==> src/rtl/if_stage_fetch.sv <==
// Instruction-fetch stage with IF/ID pipeline register.
// Holds the PC, talks to a variable-latency instruction memory through a
// request/ready handshake, stalls on hazards or freeze, and redirects and
// flushes on a taken branch from EXE.
//
// Handshake: imem_req high means imem_addr is a live read address. The
// address is held stable until the cycle in which imem_ready is seen high.
// That cycle completes the read, and imem_rdata is valid in it. imem_ready
// is ignored while imem_req is low.
module if_stage_fetch #(
  parameter int                 ADDR_W   = 32,
  parameter logic [ADDR_W-1:0]  RESET_PC = '0
) (
  input  logic              clk,
  input  logic              rst,
  input  logic              hazard_detected,
  input  logic              freeze,
  input  logic              branch_taken,
  input  logic [ADDR_W-1:0] branch_addr,
  output logic              imem_req,
  output logic [ADDR_W-1:0] imem_addr,
  input  logic              imem_ready,
  input  logic [31:0]       imem_rdata,
  output logic              if_id_valid,
  output logic [ADDR_W-1:0] if_id_pc,
  output logic [31:0]       if_id_instr,
  output logic [1:0]        dbg_state
);

  // FETCH: request at pc. HOLD: response parked in skid while stalled.
  // DRAIN: a redirect left a request in flight; finish it and drop the data.
  typedef enum logic [1:0] {
    S_FETCH = 2'd0,
    S_HOLD  = 2'd1,
    S_DRAIN = 2'd2
  } state_t;

  state_t            r_state;
  logic [ADDR_W-1:0] r_pc;
  logic [ADDR_W-1:0] r_drain_addr;
  logic [ADDR_W-1:0] r_skid_pc;
  logic [31:0]       r_skid_instr;
  logic              r_valid;
  logic [ADDR_W-1:0] r_if_pc;
  logic [31:0]       r_if_instr;

  state_t            w_state_n;
  logic [ADDR_W-1:0] w_pc_n;
  logic [ADDR_W-1:0] w_drain_n;
  logic [ADDR_W-1:0] w_skid_pc_n;
  logic [31:0]       w_skid_instr_n;
  logic              w_valid_n;
  logic [ADDR_W-1:0] w_if_pc_n;
  logic [31:0]       w_if_instr_n;

  logic              w_stall;
  logic              w_redirect;
  logic [ADDR_W-1:0] w_pc_plus4;

  // A frozen EXE re-presents its branch later, so freeze masks it.
  assign w_stall    = hazard_detected | freeze;
  assign w_redirect = branch_taken & ~freeze;
  assign w_pc_plus4 = r_pc + ADDR_W'(4);

  assign imem_req    = ~rst & (r_state != S_HOLD);
  assign imem_addr   = (r_state == S_DRAIN) ? r_drain_addr : r_pc;
  assign if_id_valid = r_valid;
  assign if_id_pc    = r_if_pc;
  assign if_id_instr = r_if_instr;
  assign dbg_state   = r_state;

  // Next-state, PC, skid and IF/ID update rules.
  always_comb begin
    w_state_n      = r_state;
    w_pc_n         = r_pc;
    w_drain_n      = r_drain_addr;
    w_skid_pc_n    = r_skid_pc;
    w_skid_instr_n = r_skid_instr;
    w_valid_n      = r_valid;
    w_if_pc_n      = r_if_pc;
    w_if_instr_n   = r_if_instr;
    case (r_state)
      S_FETCH: begin
        if (w_redirect) begin
          w_valid_n = 1'b0;
          w_pc_n    = branch_addr;
          if (!imem_ready) begin
            w_drain_n = r_pc;
            w_state_n = S_DRAIN;
          end
        end else if (imem_ready) begin
          w_pc_n = w_pc_plus4;
          if (w_stall) begin
            w_skid_pc_n    = w_pc_plus4;
            w_skid_instr_n = imem_rdata;
            w_state_n      = S_HOLD;
          end else begin
            w_valid_n    = 1'b1;
            w_if_pc_n    = w_pc_plus4;
            w_if_instr_n = imem_rdata;
          end
        end else if (!w_stall) begin
          w_valid_n = 1'b0;
        end
      end
      S_HOLD: begin
        if (w_redirect) begin
          w_valid_n = 1'b0;
          w_pc_n    = branch_addr;
          w_state_n = S_FETCH;
        end else if (!w_stall) begin
          w_valid_n    = 1'b1;
          w_if_pc_n    = r_skid_pc;
          w_if_instr_n = r_skid_instr;
          w_state_n    = S_FETCH;
        end
      end
      S_DRAIN: begin
        if (w_redirect) begin
          w_valid_n = 1'b0;
          w_pc_n    = branch_addr;
        end
        if (imem_ready) begin
          w_state_n = S_FETCH;
        end
      end
      default: begin
        w_state_n = S_FETCH;
      end
    endcase
  end

  // State and datapath registers; reset abandons any outstanding read.
  always_ff @(posedge clk or posedge rst) begin
    if (rst) begin
      r_state      <= S_FETCH;
      r_pc         <= RESET_PC;
      r_drain_addr <= '0;
      r_skid_pc    <= '0;
      r_skid_instr <= '0;
      r_valid      <= 1'b0;
      r_if_pc      <= '0;
      r_if_instr   <= '0;
    end else begin
      r_state      <= w_state_n;
      r_pc         <= w_pc_n;
      r_drain_addr <= w_drain_n;
      r_skid_pc    <= w_skid_pc_n;
      r_skid_instr <= w_skid_instr_n;
      r_valid      <= w_valid_n;
      r_if_pc      <= w_if_pc_n;
      r_if_instr   <= w_if_instr_n;
    end
  end

endmodule
==> config.mk <==
export PLATFORM = sky130hd
export DESIGN_NAME = if_stage_fetch
export DESIGN_NICKNAME = d
export VERILOG_FILES = /design/src/rtl/if_stage_fetch.sv
export SDC_FILE = /design/constraint.sdc
export NUM_CORES = 1
export LEC_CHECK = 0
export BUFFER_PORTS_ARGS = -buffer_cell sky130_fd_sc_hd__buf_2
export CAP_MARGIN = 15
export CELL_PAD_IN_SITES_DETAIL_PLACEMENT = 1
export CELL_PAD_IN_SITES_GLOBAL_PLACEMENT = 2
export CORE_MARGIN = 3
export CORE_UTILIZATION = 35
export CTS_BUF_LIST = sky130_fd_sc_hd__clkbuf_16
export DETAILED_ROUTE_END_ITERATION = 6
export PLACE_DENSITY_LB_ADDON = 0.1
export SLEW_MARGIN = 5
export SYNTH_ARGS = -nofsm -noshare
export SYNTH_HDL_FRONTEND = slang
export SYNTH_SLANG_ARGS = --single-unit
==> constraint.sdc <==
create_clock -name clk -period 8.66 [get_ports clk]
set_input_delay 1.299 -clock clk [delete_from_list [all_inputs] [get_ports clk]]
set_output_delay 1.299 -clock clk [all_outputs]
set_load 0.05 [all_outputs]
==> flow_summary.toml <==
[outcome]
status = "complete, no violations"

[clocking]
post_cts_buffers = 0
cts-resized-gates = 0
htreeDepth = 4
clk_pin_slew_worst_paths_ns = 0.08
root_buffer = "clkbuf_16"
cts_tree = "yes"
cts_hold_buf = 0
clk_latency_ns = 0.44
cts_buffers = 17
clockBufferDepth = 2
cts.sinks = 195

[sta]
worst_pin_slew_ns = 1.09
finalCriticalPeriod_ns = 3.88
hold_viol = 0
skew_ns = 0.0133
rsz0062_at_grt = "no"
whs_ns = 0.475
fin_setup_tns_ns = 0
max_slew_margin_pct = 27.6
max_freq_ghz = 0.258
fin_crit_sh_pct = 44.8
setup_violations = 0
drv_slew = 0

[power_and_ir_drop]
power.density_mw_per_mm2 = 458
ir_worst_vdd_v = 0.000202
p_leak_nw = 5.15

[hold_path]
hp-class = "flip-flop to flip-flop"

[detailed_routing]
avgRoutedWirePerCell_um = 18.0
ant_nets = 0
routed_wl_um = 26400
vias_per_cell = 5.05
drt_iter0_markers = 309
vias = 7408
drc = 0
drt_pass1_iterations = 4

[synthesis]
ys.warnings.count = 0
synthesis.nets = 1074
synth_cell_types = 53
synthArstFlopShare_pct = 100
synthCells = 999
synthSimpleGateAreaFrac_pct = 18.2
synthFlopType = "dfrtp_1"
synth-edff-count = 0
ys_ff_latch = 195
synth_adder_area_share_pct = 0.660
synth_xor_area_share_pct = 1.66
synth.avg_cell_area_um2 = 9.49
seq_area_frac_synth_pct = 51.5
synth_top_family_by_area = "simple AND/OR/NAND/NOR gates"
synth_compound_area_share_pct = 12.0
syn_area_mm2 = 0.00948
muxShareOfSynthArea_pct = 11.8

[global_route]
grt_pass1_vias = 7610
grt_util_all_layers_pct = 18.7
grt_max_degree = 120
gr-total-overflow = 0
antenna_found_initial = 0
grt_pass1_wl_um = 42800

[worst_setup_path]
worst-path-max-fanout = 40
critical_path_class = "flip-flop to output pin"
end_kind = "output pin"
cp-start-kind = "flip-flop"
cp_data_arrival_time_ns = 2.58
required_ns = 7.36

[finish]
nets = 1193
fin_area_mm2 = 0.0111
antenna_cells = 0
n_fill_cell = 3075
final_common_cell = "nand2_1"
layout_common_cells = "nand2_1 (244), dfrtp_1 (195), buf_2 (169), o21ai_0 (107), mux2_2 (63)"
layout-drive-gt1-share_pct = 25.7
area_growth_pct = 16.7

[floorplanning]
die_h_um = 171
dieArea_mm2 = 0.0291
die_x_um = 171
boundaryPins = 170
rows = 59
initial_core_util_pct = 36.0
core_mm2 = 0.0264

[placed_design]
placed_area_mm2 = 0.0105
finalWeightedCongestion = 0.749
dpl.hpwl_um = 17500
numPortBuffers = 169

[job]
maxCapViolations = 0
-- final timing paths --
check                      depth (start not counted)                          end  slack (ns)                   startpoint
max                                                4                 imem_addr[5]        4.78     dbg_state[0]$_DFFE_PP0P_
min reg2reg                                        2  if_id_instr[15]$_DFFE_PP0P_        0.47  if_id_instr[15]$_DFFE_PP0P_
min                                                2  if_id_instr[15]$_DFFE_PP0P_        0.47  if_id_instr[15]$_DFFE_PP0P_
max reg2reg                                        6     if_id_pc[24]$_DFFE_PP0P_        5.28     dbg_state[1]$_DFFE_PP0P_
max in group asynchronous                          3         r_pc[24]$_DFFE_PP0P_        6.05                          rst
min in group asynchronous                          2      if_id_pc[8]$_DFFE_PP0P_        1.05                          rst
-- report_power, final --
| part | internal [mW] | switching, mW | total [mW] |
|---|---|---|---|
| Sequential | 1.34 | 0.346 | 1.68 |
| Clock | 0.383 | 0.398 | 0.782 |
| Combinational | 0.782 | 1.82 | 2.60 |
-- routing by layer --
layer  up-vias  track usage (%)  part of all wire, %
li1       3684                -                    -
met4         0             3.74                 0.77
met3        13             3.65                  4.0
met5         -                0                    0
met1      3588             25.9                   49
met2       123             30.6                   46
-- logic make-up after synthesis --
logic type / after synthesis
multiplexers: 104
XOR/XNOR: 18
adder cells (fa/ha/maj): 5
buffers and inverters: 85
AO/OA/AOI/OAI: 197
AND/OR/NAND/NOR: 395
flip-flops: 195
-- Yosys cell counts (all sizes together) (2+ instances only) --
cell | instances | area share (%)
clkbuf | 44 | 2.0
xor2 | 9 | 0.83
nor3b | 3 | 0.24
or4 | 3 | 0.26
o22a | 4 | 0.38
and2 | 2 | 0.13
a31oi | 4 | 0.26
a21boi | 3 | 0.24
ha | 5 | 0.66
inv | 9 | 0.36
mux2 | 63 | 7.5
nand3 | 16 | 0.84
buf | 31 | 1.8
nand2b | 2 | 0.13
and4 | 7 | 0.66
or3 | 6 | 0.55
o211ai | 2 | 0.16
and3 | 9 | 0.59
o22ai | 15 | 0.99
o21ai | 109 | 5.8
o31a | 3 | 0.30
o21a | 4 | 0.32
dfrtp | 195 | 51
a221o | 2 | 0.21
nor3 | 28 | 1.5
a22oi | 3 | 0.24
nand2 | 245 | 9.7
nor2b | 2 | 0.13
xnor2 | 9 | 0.83
nor4 | 5 | 0.33
nand4 | 10 | 0.88
a2bb2oi | 11 | 1.0
mux2i | 41 | 4.3
nor2 | 56 | 2.2
a21oi | 33 | 1.7
-- state kept, by name (all words and copies together) (netlist names) --
register      flops
r_drain_addr     32
if_id_instr      32
dbg_state         2
if_id_pc         32
r_skid_pc        32
r_pc             32
r_skid_instr     32
if_id_valid       1
-- critical path: stages, from the launching register on --
cell and delay, ns:
dfrtp_1 0.44, inv_1 0.13, ha_2 0.90, mux2_2 0.42
buf_2 0.21
-- stage by stage --
step / power [mW] / worst slack, ns / instances / util [%]
global placement: 4.30 / 5.08 / 1434 / 39.8
detailed placement: 4.35 / 5.09 / 1434 / 39.8
floorplan: 3.68 / 2.05 / 999 / -
finish: 5.07 / 4.78 / 1466 / 42.0
CTS: 5.15 / 4.70 / 1466 / 42.0
global route: 5.45 / 4.60 / 1466 / 42.0
-- layout make-up --
type | count | area [µm²] | area share (%)
Inverter | 10 | 45.0 | 0.407
Sequential cell | 195 | 4880 | 44.1
Clock buffer | 17 | 425 | 3.85
Clock inverter | 15 | 139 | 1.26
Timing Repair Buffer | 175 | 891 | 8.05
Multi-Input combinational cell | 719 | 4260 | 38.5
Tap cell | 335 | 419 | 3.79
(Power assumes the default switching activity.)
